[config.mk]
export PLATFORM = sky130hd
export DESIGN_NAME = apb2axi_rd_issuer
export DESIGN_NICKNAME = d
export VERILOG_FILES = /design/src/rtl/apb2axi_pkg.sv /design/src/rtl/apb2axi_credit_cnt.sv /design/src/rtl/apb2axi_rd_issuer.sv
export SDC_FILE = /design/constraint.sdc
export NUM_CORES = 1
export LEC_CHECK = 0
export CAP_MARGIN = 5
export CORE_UTILIZATION = 42
export CTS_CLUSTER_SIZE = 10
export DETAILED_ROUTE_END_ITERATION = 10
export HOLD_SLACK_MARGIN = 0.05
export PLACE_DENSITY = 0.85
export SLEW_MARGIN = 10
export SYNTH_ARGS = -nofsm -noshare
export SYNTH_HDL_FRONTEND = slang
export SYNTH_SLANG_ARGS = --single-unit
[constraint.sdc]
create_clock -name aclk -period 4.9 [get_ports aclk]
set_input_delay 0.49 -clock aclk [delete_from_list [all_inputs] [get_ports aclk]]
set_output_delay 0.49 -clock aclk [all_outputs]
set_load 0.01 [all_outputs]
[src/rtl/apb2axi_pkg.sv]
// Shared types and widths for the APB-to-AXI bridge: directory entry layout,
// AXI field widths and AXI burst encodings.
package apb2axi_pkg;

  localparam int AXI_ADDR_W = 32;
  localparam int AXI_ID_W   = 4;

  localparam logic [1:0] BURST_FIXED = 2'b00;
  localparam logic [1:0] BURST_INCR  = 2'b01;
  localparam logic [1:0] BURST_WRAP  = 2'b10;

  typedef struct packed {
    logic                  is_write;
    logic [AXI_ID_W-1:0]   id;
    logic [AXI_ADDR_W-1:0] addr;
    logic [7:0]            len;
    logic [2:0]            size;
    logic [1:0]            burst;
  } directory_entry_t;

  localparam int REQ_WIDTH = $bits(directory_entry_t);

endpackage

[src/rtl/apb2axi_credit_cnt.sv]
// Up/down in-flight counter that saturates at MAX_CNT and flags a decrement
// seen while empty. Shared by the read issuer (R last beats) and write issuer.
module apb2axi_credit_cnt import apb2axi_pkg::*; #(
  parameter int MAX_CNT = 4,
  parameter int CNT_W   = 4
) (
  input  logic             i_clk,
  input  logic             i_rst_n,
  input  logic             i_inc,
  input  logic             i_dec,
  output logic [CNT_W-1:0] o_cnt,
  output logic             o_underflow
);

  logic [CNT_W-1:0] r_cnt;
  logic             r_underflow;
  logic             w_empty;
  logic             w_full;
  logic             w_dec_eff;

  assign w_empty   = (r_cnt == '0);
  assign w_full    = (r_cnt == CNT_W'(MAX_CNT));
  // A completion with nothing in flight is bogus: flag it and leave the count alone.
  assign w_dec_eff = i_dec && !w_empty;

  always_ff @(posedge i_clk) begin
    if (!i_rst_n) begin
      r_cnt       <= '0;
      r_underflow <= 1'b0;
    end else begin
      if (i_dec && w_empty) begin
        r_underflow <= 1'b1;
      end
      case ({i_inc, w_dec_eff})
        2'b10:   if (!w_full) r_cnt <= r_cnt + CNT_W'(1);
        2'b01:   r_cnt <= r_cnt - CNT_W'(1);
        default: r_cnt <= r_cnt;
      endcase
    end
  end

  assign o_cnt       = r_cnt;
  assign o_underflow = r_underflow;

endmodule

[src/rtl/apb2axi_rd_issuer.sv]
// Pops committed read entries from the RD request FIFO and issues them on the
// AXI AR channel, throttled by an outstanding-read credit counter.
module apb2axi_rd_issuer import apb2axi_pkg::*; #(
  parameter int FIFO_ENTRY_W    = REQ_WIDTH,
  parameter int MAX_OUTSTANDING = 4
) (
  input  logic                    aclk,
  input  logic                    aresetn,
  input  logic                    fifo_pop_valid,
  output logic                    fifo_pop_ready,
  input  logic [FIFO_ENTRY_W-1:0] fifo_pop_data,
  output logic                    arvalid,
  input  logic                    arready,
  output logic [AXI_ADDR_W-1:0]   araddr,
  output logic [AXI_ID_W-1:0]     arid,
  output logic [7:0]              arlen,
  output logic [2:0]              arsize,
  output logic [1:0]              arburst,
  input  logic                    rvalid,
  input  logic                    rready,
  input  logic                    rlast,
  output logic [3:0]              outstanding,
  output logic                    busy,
  output logic                    err_bad_entry,
  output logic                    err_underflow
);

  localparam logic [0:0] ST_IDLE  = 1'b0;
  localparam logic [0:0] ST_ISSUE = 1'b1;

  logic [0:0]            r_state;
  logic [0:0]            w_state_nxt;
  logic [AXI_ADDR_W-1:0] r_araddr;
  logic [AXI_ID_W-1:0]   r_arid;
  logic [7:0]            r_arlen;
  logic [2:0]            r_arsize;
  logic [1:0]            r_arburst;
  logic                  r_err_bad;

  directory_entry_t      w_entry;
  logic                  w_ar_hs;
  logic                  w_r_done;
  logic                  w_credit_ok;
  logic                  w_pop;
  logic                  w_pop_good;
  logic                  w_pop_bad;
  logic [3:0]            w_outstanding;
  logic                  w_underflow;

  assign w_entry  = directory_entry_t'(fifo_pop_data);
  assign w_ar_hs  = arvalid && arready;
  assign w_r_done = rvalid && rready && rlast;

  // Credits freed by R completions this cycle are not counted until next cycle.
  assign w_credit_ok    = ({1'b0, w_outstanding} + {4'd0, w_ar_hs}) < 5'(MAX_OUTSTANDING);
  assign fifo_pop_ready = aresetn && fifo_pop_valid
                          && (r_state == ST_IDLE || w_ar_hs) && w_credit_ok;

  assign w_pop      = fifo_pop_ready;
  assign w_pop_good = w_pop && !w_entry.is_write;
  assign w_pop_bad  = w_pop && w_entry.is_write;

  always_comb begin
    w_state_nxt = r_state;
    if (w_pop_good) begin
      w_state_nxt = ST_ISSUE;
    end else if (w_pop || w_ar_hs) begin
      w_state_nxt = ST_IDLE;
    end
  end

  always_ff @(posedge aclk) begin
    if (!aresetn) begin
      r_state   <= ST_IDLE;
      r_araddr  <= '0;
      r_arid    <= '0;
      r_arlen   <= '0;
      r_arsize  <= '0;
      r_arburst <= '0;
      r_err_bad <= 1'b0;
    end else begin
      r_state <= w_state_nxt;
      if (w_pop_good) begin
        r_araddr  <= w_entry.addr;
        r_arid    <= w_entry.id;
        r_arlen   <= w_entry.len;
        r_arsize  <= w_entry.size;
        r_arburst <= w_entry.burst;
      end
      if (w_pop_bad) begin
        r_err_bad <= 1'b1;
      end
    end
  end

  apb2axi_credit_cnt #(
    .MAX_CNT (MAX_OUTSTANDING),
    .CNT_W   (4)
  ) u_credit (
    .i_clk       (aclk),
    .i_rst_n     (aresetn),
    .i_inc       (w_ar_hs),
    .i_dec       (w_r_done),
    .o_cnt       (w_outstanding),
    .o_underflow (w_underflow)
  );

  assign arvalid       = (r_state == ST_ISSUE);
  assign araddr        = r_araddr;
  assign arid          = r_arid;
  assign arlen         = r_arlen;
  assign arsize        = r_arsize;
  assign arburst       = r_arburst;
  assign outstanding   = w_outstanding;
  assign busy          = arvalid || (w_outstanding != 4'd0);
  assign err_bad_entry = r_err_bad;
  assign err_underflow = w_underflow;

endmodule

==> results.tsv, run 1 <==
stage	metric	value	unit
run_status	status	finished, final reports clean	
final_layout	n_diodes	0	
grt	GRT Total Usage	18.97	%
grt	Overflow after GRT	0	
placed_design	DPL Wire Length	3779	µm
yosys	top cells by area in the synthesized netlist	dfxtp_1 (51%), mux2i_1 (23%), nor2_1 (9.0%), buf_6 (3.1%), a21oi_1 (1.4%)	
setup_path	CP endpoint kind	flop	
clock_tree	clk_lat worst skew	0.30	ns
yosys	post-synthesis sequential area ratio	50.97	%
yosys	Ys Warns	0	
timing	crit share post-route	58.80	%
yosys	cells after synthesis	212	
floorplan	die area	0.005531	mm²
setup_path	Worst R2R Start	u_credit.o_cnt[1]	
setup_path	crit path capture	arsize[1]	
setup_path	FF-to-FF setup slack	2.37	ns
yosys	top post-synthesis cells by count	dfxtp_1 (56), nor2_1 (53), mux2i_1 (51)	
floorplan	die width	74.37	µm
yosys	mapped cell area	0.002200	mm²
floorplan	die height	74.37	µm
setup_path	FF-to-FF End	arsize[1]	
route	vias per cell	4.854	
floorplan	# IOs	115	
placed_design	RePlAce Congestion	0.8273	
yosys	Yosys cell types	31	
placed_design	PortBufs	114	
clock_tree	Post-CTS Resized	0	
clock_tree	total CTS buffers	5	
setup_path	CP delay by family, top	compound AO/OA/AOI/OAI gates	
final_layout	post-route cell area	0.003476	mm²
yosys	Synth area leader	dfxtp_1	
run	max_cap viols	0	
setup_path	Worst Path Arrival	3.05	ns
timing	f_max	347.1	MHz
timing	fin crit period	2.881	ns
final_layout	final net count	380	
setup_path	CP Launch Point	arready	
min_path	Hold Path Cell Cnt	2	
timing	Worst slew margin	24.98	%
setup_path	cells on worst reg2reg path	5	
grt	met1 track demand over resource	21.46	%
yosys	Top FF cell, synth	dfxtp_1	
setup_path	CP Max Fanout	38	
placed_design	Placement Cell Area	0.003354	mm²
setup_path	worst path required time	5.06	ns
power_and_ir_drop	VDD IR max	214.3	µV
final_layout	share of post-route cells with drive strength above 1	4.954	%
clock_tree	CTS H-tree lvls	2	
yosys	Synth Area per Inst	10.38	µm²
power_and_ir_drop	Switching Share	22.04	%
timing	Setup Skew	0.007800	ns
power_and_ir_drop	combinational power share	14.4	%
clock_tree	Post-CTS Setup Bufs	0	
grt	grt met3 use	8.943	%
floorplan	Core Area	0.004880	mm²
setup_path	crit path buf inv count	2	
power_and_ir_drop	sequential share of power	51.7	%
yosys	Post-synth EDFFs	0	
grt	global route hottest layer	met2	
power_and_ir_drop	Net Sw Power	0.0002042	W
final_layout	Post-Layout Cell Count	390	
grt	initial antenna violation count	0	
timing	setup tns final	0	ns
route	Final ANT Viol Nets	0	
route	DRT iter0 DRCs	45	
power_and_ir_drop	PwrDens	266.5	mW/mm²
yosys	Yosys top cell area share	50.97	%
route	total vias in the final route	1893	
route	Remaining DRCs	0	
clock_tree	Reg clk slew, reported paths	0.10	ns
timing	worst slew pin tran	1.125	ns
grt	global-route wire length before repair	8052	µm
setup_path	cell depth of the worst setup path	6	
timing	Slew Limit Fails	0	
power_and_ir_drop	Clk pwr share	33.9	%
setup_path	max incr delay on CP	1.01	ns
yosys	count leader, synth	dfxtp_1	
yosys	#FFs+latches synth	56	
grt	largest net degree at the start of global routing	56	
clock_tree	TritonCTS Sinks	56	
grt	met2 track demand over resource	31.53	%
route	Post-Route WL	5273	µm
min_path	min-delay worst type	flop to flop	
power_and_ir_drop	Pint	0.0007223	W
setup_path	worst path cell trace	clkdlybuf4s50_1, a21bo_4, a2111oi_4, buf_12, mux2i_1, nor2_1	
yosys	ys async rst share	0	%
setup_path	crit path kind	input port to flop	
route	drt first pass iters	4	
clock_tree	CTS Root Cell	clkbuf_8	
floorplan	Initial Utilization	45.08	%
clock_tree	Post-CTS Hold Buffers	0	
timing	RSZ-0062 raised after global routing	no	
placed_design	Cells after DPL	382	
clock_tree	TritonCTS clock tree	yes	
route	average wire per standard cell	13.52	µm
grt	vias in the first global route	1808	
final_layout	Layout area overhead	58.02	%
timing	hold slack	0.4979	ns
floorplan	row count	25	
clock_tree	CTS max path bufs	2	
timing	final hold violation count	0	
yosys	post-synth net total	270	
setup_path	slowest CP cell	a2111oi_4	
setup_path	Startpoint Class	input port	
power_and_ir_drop	Leak	1.255	nW
timing	# setup viols final	0	
## registers in the layout (all words and copies together) (netlist names)
signal                flops
araddr                   32
arlen                     8
arid                      4
arburst                   2
err_bad_entry             1
u_credit.o_underflow      1
arsize                    3
arvalid                   1
u_credit.o_cnt            4
## per-stage QoR
| stage | util (%) | power (W) | setup slack [ns] |
|---|---|---|---|
| 2_1_floorplan | - | 0.0005400 | 2.785 |
| 3_3_place_gp | 68.74 | 0.0006205 | 1.767 |
| 3_5_place_dp | 68.74 | 0.0006234 | 1.677 |
| 4_1_cts | 71.23 | 0.0009361 | 1.993 |
| 5_1_grt | 71.23 | 0.0009651 | 1.877 |
| 6_report | 71.23 | 0.0009264 | 2.019 |
## placed cells by master, fill, tap and decap left out, drive strengths merged, types with 2 or more instances in the layout
| master | instances |
|---|---|
| a211oi | 2 |
| a21bo | 2 |
| a21oi | 6 |
| clkbuf | 6 |
| clkdlybuf4s50 | 114 |
| dfxtp | 56 |
| inv | 2 |
| mux2i | 51 |
| nand2 | 4 |
| nand2b | 2 |
| nor2 | 53 |
| nor3 | 4 |
| o21ai | 2 |
## power groups by stage
stage          logic [W]  registers, W  clock network, W
6_report        0.000134      0.000479          0.000314
3_5_place_dp    0.000135      0.000489                 0
2_1_floorplan  0.0000454      0.000495                 0
3_3_place_gp    0.000132      0.000488                 0
4_1_cts         0.000135      0.000479          0.000322
5_1_grt         0.000143      0.000481          0.000341
## per-layer routing
| metal | vias to the layer above | routed length (µm) | share of wire, % |
|---|---|---|---|
| li1 | 937 | - | - |
| met1 | 870 | 2075 | 39 |
| met2 | 77 | 2575 | 49 |
| met3 | 9 | 546 | 10 |
| met4 | 0 | 76 | 1.4 |
| met5 | - | 0 | 0 |
## final cells by class
class	instances	area (µm²)
tap	67	83.83
inverter	2	7.507
multi-input combinational	142	980.9
clock buffer	6	82.58
sequential	56	1121
fill	390	1404
timing repair buffer	115	1161
clock inverter	2	38.79
## worst reg2reg max path, cell delays in order, from the launching register on
cell and delay (ns):
dfxtp_1 0.41, a21bo_4 0.27, a2111oi_4 1.01, buf_12 0.35, mux2i_1 0.29, nor2_1 0.06
## how the worst min path moves through the flow
stage                          from              endpoint  slack [ns]
2_1_floorplan         err_bad_entry         err_bad_entry        0.50
6_report       u_credit.o_underflow  u_credit.o_underflow        0.50
3_5_place_dp                arid[3]               arid[3]        0.48
3_3_place_gp          err_bad_entry         err_bad_entry        0.45
4_1_cts                     arid[3]               arid[3]        0.50
5_1_grt                  araddr[21]            araddr[21]        0.53
## kinds of logic (layout without fill, tap and decap cells)
logic type	count (synthesis)	in the layout	synth area share [%]
adders and majority gates	1	1	0.5687
xor gates and xnor gates	1	1	0.3983
muxes	51	51	23.21
AOI/OAI and AO/OA	15	15	5.746
buffers and inverters	14	125	4.436
DFF	56	56	50.97
and+or+nand+nor	74	74	14.68
No activity file was read; power rests on OpenSTA's default activity.
==> run 2: changes to the inputs <==
CORE_UTILIZATION = 35   (was 42)
PLACE_DENSITY = 0.75   (was 0.85)
clock period = 2.5 ns   (was 4.9 ns; I/O delays follow)
==> results.tsv, run 2 (synthesis results as in run 1) <==
stage	metric	value	unit	change
placed_design	Placement Cell Area	0.003392	mm²	+1.1%
setup_path	FF-to-FF setup slack	0.48	ns	-1.89 ns
route	Post-Route WL	5001	µm	-5.2%
power_and_ir_drop	VDD IR max	267.4	µV	+25%
floorplan	Initial Utilization	36.72	%	-8.4 points
floorplan	# IOs	115		unchanged
final_layout	Layout area overhead	59.44	%	
route	Remaining DRCs	0		unchanged
clock_tree	CTS Root Cell	clkbuf_8		
setup_path	FF-to-FF End	u_credit.o_cnt[2]		
placed_design	RePlAce Congestion	0.7942		-4.0%
clock_tree	CTS H-tree lvls	2		unchanged
grt	largest net degree at the start of global routing	51		-8.9%
power_and_ir_drop	combinational power share	14.8	%	+0.4 points
route	vias per cell	4.628		-4.7%
timing	setup tns final	0	ns	unchanged
route	DRT iter0 DRCs	56		+24%
timing	Slew Limit Fails	0		unchanged
run_status	status	finished, final reports clean		
floorplan	die height	81.28	µm	+9.3%
setup_path	Worst R2R Start	u_credit.o_cnt[0]		
grt	Overflow after GRT	0		unchanged
clock_tree	clk_lat worst skew	0.30	ns	about the same
final_layout	share of post-route cells with drive strength above 1	5.538	%	+0.58 points
clock_tree	Reg clk slew, reported paths	0.09	ns	about the same
clock_tree	TritonCTS Sinks	56		unchanged
setup_path	cells on worst reg2reg path	8		+3
clock_tree	Post-CTS Resized	0		unchanged
setup_path	CP endpoint kind	output pin		
placed_design	PortBufs	114		unchanged
timing	# setup viols final	0		unchanged
timing	final hold violation count	0		unchanged
route	total vias in the final route	1851		-2.2%
timing	fin crit period	2.214	ns	
setup_path	CP Launch Point	arready		
grt	vias in the first global route	1684		-6.9%
timing	worst slew pin tran	0.4709	ns	-0.6544 ns
setup_path	Startpoint Class	input port		
floorplan	Core Area	0.005991	mm²	+23%
route	drt first pass iters	4		unchanged
route	average wire per standard cell	12.50	µm	-7.5%
clock_tree	TritonCTS clock tree	yes		
clock_tree	Post-CTS Setup Bufs	0		unchanged
power_and_ir_drop	Clk pwr share	32.8	%	-1.1 points
grt	global-route wire length before repair	7583	µm	-5.8%
min_path	Hold Path Cell Cnt	2		unchanged
placed_design	DPL Wire Length	3586	µm	-5.1%
grt	GRT Total Usage	14.58	%	-4.4 points
min_path	min-delay worst type	flop to flop		
power_and_ir_drop	PwrDens	509.5	mW/mm²	+91%
grt	initial antenna violation count	0		unchanged
power_and_ir_drop	sequential share of power	52.4	%	+0.7 points
final_layout	final net count	382		+0.53%
power_and_ir_drop	Tot Pwr	0.001787	W	+93%
min_path	min-delay src	u_credit.o_underflow		
floorplan	die area	0.006606	mm²	+19%
timing	Worst slew margin	68.36	%	+43 points
final_layout	Core Util, Final	58.54	%	-13 points
timing	RSZ-0062 raised after global routing	no		
clock_tree	Post-CTS Hold Buffers	0		unchanged
floorplan	row count	28		+12%
power_and_ir_drop	Switching Share	22.07	%	+0.034 points
final_layout	post-route cell area	0.003507	mm²	+0.90%
floorplan	die width	81.28	µm	+9.3%
power_and_ir_drop	Pint	0.001393	W	+93%
setup_path	CP Max Fanout	6		-84%
route	Final ANT Viol Nets	0		unchanged
timing	f_max	451.8	MHz	
final_layout	commonest non-fill, non-tap cell in the layout	clkdlybuf4s50_1		
timing	Setup Skew	0.01069	ns	+0.002892 ns
timing	crit share post-route	88.54	%	
power_and_ir_drop	Net Sw Power	0.0003944	W	+93%
clock_tree	total CTS buffers	5		unchanged
min_path	hold endpoint	u_credit.o_underflow		
setup_path	worst path required time	2.25	ns	-2.81 ns
final_layout	n_diodes	0		unchanged
final_layout	most frequent cells in the layout	clkdlybuf4s50_1 (114), dfxtp_1 (56), nor2_1 (53)		
run	max_cap viols	0		unchanged
setup_path	Worst Path Arrival	1.96	ns	-1.09 ns
power_and_ir_drop	Leak	1.262	nW	+0.55%
final_layout	Largest register FFs	32		unchanged
setup_path	crit path kind	input port to output pin		
clock_tree	CTS max path bufs	2		unchanged
run 2: layer usage:
layer | part of all wire, % | up-vias | GRT usage [%]
li1 | - | 943 | -
met1 | 45 | 844 | 18.45
met2 | 48 | 62 | 24.58
met3 | 6.9 | 2 | 3.596
met4 | 0.30 | 0 | 3.750
met5 | 0 | - | 0
run 2: worst max-delay path, cell delays in order:
cell and delay, ns:
clkdlybuf4s50_1 0.57, a21bo_4 0.27, a211oi_1 0.29, clkdlybuf4s50_1 0.59
run 2: worst max path at each step:
stage	slack [ns]	endpoint	cells after the start
floorplan	0.38	u_credit.o_cnt[2]	9
global placement	0.26	arlen[3]	6
detailed placement	0.20	araddr[29]	6
CTS	0.28	fifo_pop_ready	4
global route	0.20	fifo_pop_ready	4
finish	0.29	fifo_pop_ready	4
run 2: layout make-up:
type                            instances  area [µm²]
Multi-Input combinational cell        142       980.9
Inverter                                2       7.507
Clock buffer                            5       68.82
Clock inverter                          3       46.29
Timing Repair Buffer                  117        1189
Sequential cell                        56        1121
Fill cell                             525        2484
Tap cell                               75       93.84
run 2: through the flow:
| stage | std cells | hold WS [ns] | setup slack, ns |
|---|---|---|---|
| floorplan | 212 | 0.3907 | 0.3847 |
| global placement | 392 | 0.4518 | 0.2635 |
| detailed placement | 392 | 0.4554 | 0.1989 |
| CTS | 400 | 0.4782 | 0.2804 |
| global route | 400 | 0.4992 | 0.2025 |
| finish | 400 | 0.4708 | 0.2864 |
run 2: power groups by stage:
stage,sequential [W],clock (W),combinational (W)
finish,0.000937,0.000586,0.000265
global route,0.000941,0.000647,0.000285
CTS,0.000937,0.000615,0.000268
detailed placement,0.000957,0,0.000267
global placement,0.000957,0,0.000264
floorplan,0.000969,0,0.0000890
==> run 3: changes to the inputs <==
CTS_CLUSTER_SIZE = unset   (was 10)
==> results of run 3 <==
Same layout as run 2: the final DEF is identical, and so are final timing and power.
==> RTL change 1, RTL diff (settings of run 2) <==
`AXI_ADDR_W`: 32 -> 48.
--- a/src/rtl/apb2axi_pkg.sv
+++ b/src/rtl/apb2axi_pkg.sv
@@ -2,7 +2,7 @@
 // AXI field widths and AXI burst encodings.
 package apb2axi_pkg;
 
-  localparam int AXI_ADDR_W = 32;
+  localparam int AXI_ADDR_W = 48;
   localparam int AXI_ID_W   = 4;
 
   localparam logic [1:0] BURST_FIXED = 2'b00;
Ports: changed (resized araddr and fifo_pop_data); port bits go from 115 to 147. The function was not compared with the original's and may differ.
==> RTL change 1 against run 2 <==
- setup slack got worse by 180 ps
- cell area rose by 27%
- sequential cell count rose by 16
- utilization rose by 1.4 points
- non-clock buffer count rose by 32
- synthesized cell count rose by 60%
- first-iteration DRC count rose by 75%
- wire length rose by 38%
- worst hold slack got worse by 20 ps
- synthesized area rose by 25%
- sequential share of layout area rose by 0.49 points
- power rose by 48%
- critical path type is now reg2out
- largest cell class unchanged
==> RTL change 1: results (changes against run 2) <==
- The global-route met2 utilization is 0.270 (was 0.246).
- The sequential fraction of the synthesis area is 0.526 (was 0.510).
- The maximum vdd ir drop is 0.317 mV (was 0.267 mV).
- The total wirelength of the detailed-routed design was 6.89 mm (was 5.00 mm).
- The weighted congestion at the end of routability-driven global placement is 0.801 (was 0.794).
- The end point of the most critical hold path is araddr[4]$_SDFFE_PN0P_ (was u_credit.o_underflow$_SDFFE_PN0P_).
- The global-route met3 utilization is 0.0614 (was 0.0360).
- The detailed router's first-iteration violation count was 98 (was 56).
- The routed length on met3 is 561 µm (was 346 µm).
- The launch instance of the worst min-delay path is araddr[4]$_SDFFE_PN0P_ (was u_credit.o_underflow$_SDFFE_PN0P_).
- The met1 usage is 0.223 (was 0.185).
- The fraction of power consumed by sequential logic is 0.464 (was 0.524).
- Result of the run: completed (unchanged).
- The standby leakage power came to 1.59 nW (was 1.26 nW).
- The placement-stage worst setup slack is 133 ps (was 199 ps).
- The tightest hold margin is 451 ps (was 471 ps).
- The clock network latency to the later pin of the worst-skew pair is 330 ps (was 300 ps).
- The max-slew headroom at the worst pin is 0.347 (was 0.684).
- The post-synthesis cell count is 340 (was 212).
- The placement-stage cell area is 4200 µm² (was 3390 µm²).
- Synth area leaders: sky130_fd_sc_hd__dfxtp_1 53%, sky130_fd_sc_hd__nand2_1 14%, sky130_fd_sc_hd__o21ai_0 11% (was sky130_fd_sc_hd__dfxtp_1 51%, sky130_fd_sc_hd__mux2i_1 23%, sky130_fd_sc_hd__nor2_1 9.0%).
- The routed wire length per instance is 11.9 µm (was 12.5 µm).
- The clock transition at the registers of the reported paths is 70 ps (was 90 ps).
- The post-synthesis cell type count is 30 (was 31).
- The H-tree depth is 3 (was 2).
- The total nets after synthesis is 414 (was 270).
- The peak fanout along the critical path came to 10 (was 6).
- The TritonCTS buffer count is 9 (was 5).
- The number of flip-flops in the largest register is 48 (was 32).
- The wire length of the first global-routing pass is 11.6 mm (was 7.58 mm).
- The area of the mapped netlist is 2740 µm² (was 2200 µm²).
## RTL change 1: changes by cell type after synthesis, sizes merged, moves of 2 or more
| cell | change |
|---|---|
| nand2 | +101 |
| dfxtp | +16 |
| or3 | +2 |
| buf | +5 |
| clkbuf | +10 |
| mux2i | -48 |
| nor2 | -48 |
| nand3 | +33 |
| o21ai | +63 |
## RTL change 1: cells by family after synthesis
kind of cell               share of synthesized area
buffers and inverters                         0.0621
adders and majority gates                    0.00456
and+or+nand+nor                                0.239
DFF                                            0.526
AOI/OAI and AO/OA                              0.157
muxes                                         0.0110
## RTL change 1: how the worst max path moves through the flow
stage	from	to	slack, ps	depth (start not counted)
6_report	u_credit.o_cnt[0]$_SDFFE_PN0P_	fifo_pop_ready	110	3
5_1_grt	u_credit.o_cnt[0]$_SDFFE_PN0P_	fifo_pop_ready	50	3
4_1_cts	u_credit.o_cnt[0]$_SDFFE_PN0P_	fifo_pop_ready	100	3
2_1_floorplan	u_credit.o_cnt[1]$_SDFFE_PN0P_	err_bad_entry$_SDFFE_PN0P_	740	4
3_5_place_dp	arready	fifo_pop_ready	130	4
3_3_place_gp	arready	fifo_pop_ready	140	4
## RTL change 1: area by class of cell
class | count | area (µm²)
repair buffers | 149 | 1490
flip-flops and latches | 72 | 1440
clock buffers | 12 | 165
inverters | 3 | 11.3
well taps | 99 | 124
fillers | 664 | 2970
multi-input cells | 238 | 1130
clock inverters | 4 | 75.1
## RTL change 1: worst max-delay path: stages (launching register included)
cell and delay (ps):
sky130_fd_sc_hd__dfxtp_1 410, sky130_fd_sc_hd__a21bo_2 260, sky130_fd_sc_hd__a2111oi_0 520, sky130_fd_sc_hd__clkdlybuf4s50_1 640
==> RTL change 2, RTL diff (config.mk and constraints of run 2) <==
Without the edit above. Compare `r_cnt` against `CNT_W'(MAX_CNT)` with >= in place of ==.
--- a/src/rtl/apb2axi_credit_cnt.sv
+++ b/src/rtl/apb2axi_credit_cnt.sv
@@ -19,7 +19,7 @@
   logic             w_dec_eff;
 
   assign w_empty   = (r_cnt == '0);
-  assign w_full    = (r_cnt == CNT_W'(MAX_CNT));
+  assign w_full    = (r_cnt >= CNT_W'(MAX_CNT));
   // A completion with nothing in flight is bogus: flag it and leave the count alone.
   assign w_dec_eff = i_dec && !w_empty;
 
Function: same outputs for any inputs over 10 cycles, from zero or initial values and one cycle with aresetn low; that may be too few to reach the edited logic, so the function may still have changed.
==> RTL change 2 against run 2 <==
- sequential power up 3.1%
- sequential cell count unchanged
- wire length up 6.3%
- worst hold slack worse by 10 ps
- power down 1.7%
- setup slack worse by 54 ps
- the flow now finishes with violations (design-rule violations)
- synthesized area up 9.0%
- utilization down 3.0 points
- cell area up 2.9%
- final cell count up 12%
==> RTL change 2: results (changes against run 2) <==
- Result of the run: finished, violations left (was completed).
- The checks that failed: design-rule violations.
- The cell with the biggest individual delay on the critical path is sky130_fd_sc_hd__dfxtp_1 (was sky130_fd_sc_hd__clkdlybuf4s50_1).
- The post-synthesis cell type count was 29 (was 31).
- The weighted congestion at the end of routability-driven global placement is 0.826 (was 0.794).
- The placement-stage cell area came to 3530 µm² (was 3390 µm²).
- The wire length of the first global-routing pass came to 8.68 mm (was 7.58 mm).
- Synth area leaders: sky130_fd_sc_hd__dfxtp_1 47%, sky130_fd_sc_hd__mux2i_1 21%, sky130_fd_sc_hd__nand2_1 8.6% (was sky130_fd_sc_hd__dfxtp_1 51%, sky130_fd_sc_hd__mux2i_1 23%, sky130_fd_sc_hd__nor2_1 9.0%).
- The maximum vdd ir drop is 0.231 mV (was 0.267 mV).
- The cell class contributing the biggest share of worst-path delay is simple AND/OR/NAND/NOR gates (was buffers and inverters).
- The count of nets after finishing is 428 (was 382).
- The setup slack on the worst flop-to-flop path was 230 ps (was 480 ps).
- Most frequent cells after synthesis: 56 x sky130_fd_sc_hd__dfxtp_1, 55 x sky130_fd_sc_hd__nand2_1, 51 x sky130_fd_sc_hd__mux2i_1 (was 56 x sky130_fd_sc_hd__dfxtp_1, 53 x sky130_fd_sc_hd__nor2_1, 51 x sky130_fd_sc_hd__mux2i_1).
- The total via count in the routed design came to 2,057 (was 1,851).
- The post-synthesis cell count was 256 (was 212).
- The arrival time at the worst endpoint is 2490 ps (was 1960 ps).
- The count of TritonRoute iterations in the first routing pass was 10 (was 4).
- The share of cells above drive strength 1 is 0.0514 (was 0.0554).
- The total global-route track usage was 0.150 (was 0.146).
- The tightest hold margin is 461 ps (was 471 ps).
- The placement-stage worst setup slack came to -16.8 ps (was 199 ps).
- The portion of total power attributed to the clock network is 0.264 (was 0.328).
- The standby leakage power is 1.83 nW (was 1.26 nW).
- The via count normalized by instance count is 4.60 (was 4.63).
- The number of global-route vias before repair is 2,000 (was 1,684).
- The total nets after synthesis came to 314 (was 270).
- The layout filler cell count was 586 (was 525).
- The peak fanout along the critical path was 10 (was 6).
- The depth of the worst register-to-register path was 7 (was 8).
- The sequential fraction of the synthesis area came to 0.467 (was 0.510).
- The count of input and output buffers is 114 (unchanged).
- The internal cell power is 0.00134 W (was 0.00139 W).
- The clock skew is 9.52 ps (was 10.7 ps).
- The max-slew headroom at the worst pin is 0.623 (was 0.684).
- The detailed router's first-iteration violation count is 78 (was 56).
- The total wirelength of the detailed-routed design is 5.32 mm (was 5.00 mm).
- The reg-to-reg startpoint is u_credit.o_cnt[1]$_SDFFE_PN0P_ (was u_credit.o_cnt[0]$_SDFFE_PN0P_).
- The share of the core filled with cells in the final layout was 0.556 (was 0.585).
- The end point of the most critical hold path is araddr[9]$_SDFFE_PN0P_ (was u_credit.o_underflow$_SDFFE_PN0P_).
- The remaining routing DRC violations is 7 (was 0).
- The delay of the slowest critical-path stage is 420 ps (was 590 ps).
- The cell count after placement is 440 (was 392).
- The power consumed by the clock network came to 0.000463 W (was 0.000586 W).
[RTL change 2: cell types whose count changed after synthesis, moves of 2 or more]
cell / before / now
sky130_fd_sc_hd__buf_12: 0 / 5
sky130_fd_sc_hd__buf_6: 6 / 2
sky130_fd_sc_hd__inv_1: 1 / 49
sky130_fd_sc_hd__mux2_2: 0 / 3
sky130_fd_sc_hd__nand2_1: 4 / 55
sky130_fd_sc_hd__nor2_1: 53 / 3
sky130_fd_sc_hd__nor3_1: 4 / 1
sky130_fd_sc_hd__o211ai_1: 0 / 2
[RTL change 2: cell families (layout without fill, tap and decap cells)]
logic type	count (synthesis)	after routing	synth area share
compound gates	15	15	0.0443
fa+ha+maj	1	1	0.00522
buf+inv	62	176	0.137
flops	56	56	0.467
mux	54	54	0.227
simple gates	68	68	0.119
[RTL change 2: layer usage]
metal,up-vias,GRT usage,part of all wire
met3,2,0.0492,0.095
met1,944,0.161,0.40
met4,0,0.0385,0.0036
li1,1030,-,-
met5,-,0,0
met2,81,0.282,0.50
[RTL change 2: how the worst max path moves through the flow]
stage | slack (ps) | endpoint
after floorplan | 120 | u_credit.o_cnt[2]$_SDFFE_PN0P_
after global placement | 60 | u_credit.o_cnt[2]$_SDFFE_PN0P_
after detailed placement | -20 | u_credit.o_cnt[2]$_SDFFE_PN0P_
after CTS | 250 | fifo_pop_ready
after global routing | 60 | u_credit.o_cnt[2]$_SDFFE_PN0P_
final | 230 | u_credit.o_cnt[2]$_SDFFE_PN0P_
[RTL change 2: final cells by class]
| cell class | count | area share |
|---|---|---|
| sequential | 56 | 0.311 |
| clock inverter | 1 | 0.00139 |
| tap | 77 | 0.0267 |
| timing repair buffer | 120 | 0.327 |
| clock buffer | 6 | 0.0201 |
| multi-input combinational | 138 | 0.263 |
| inverter | 49 | 0.0510 |
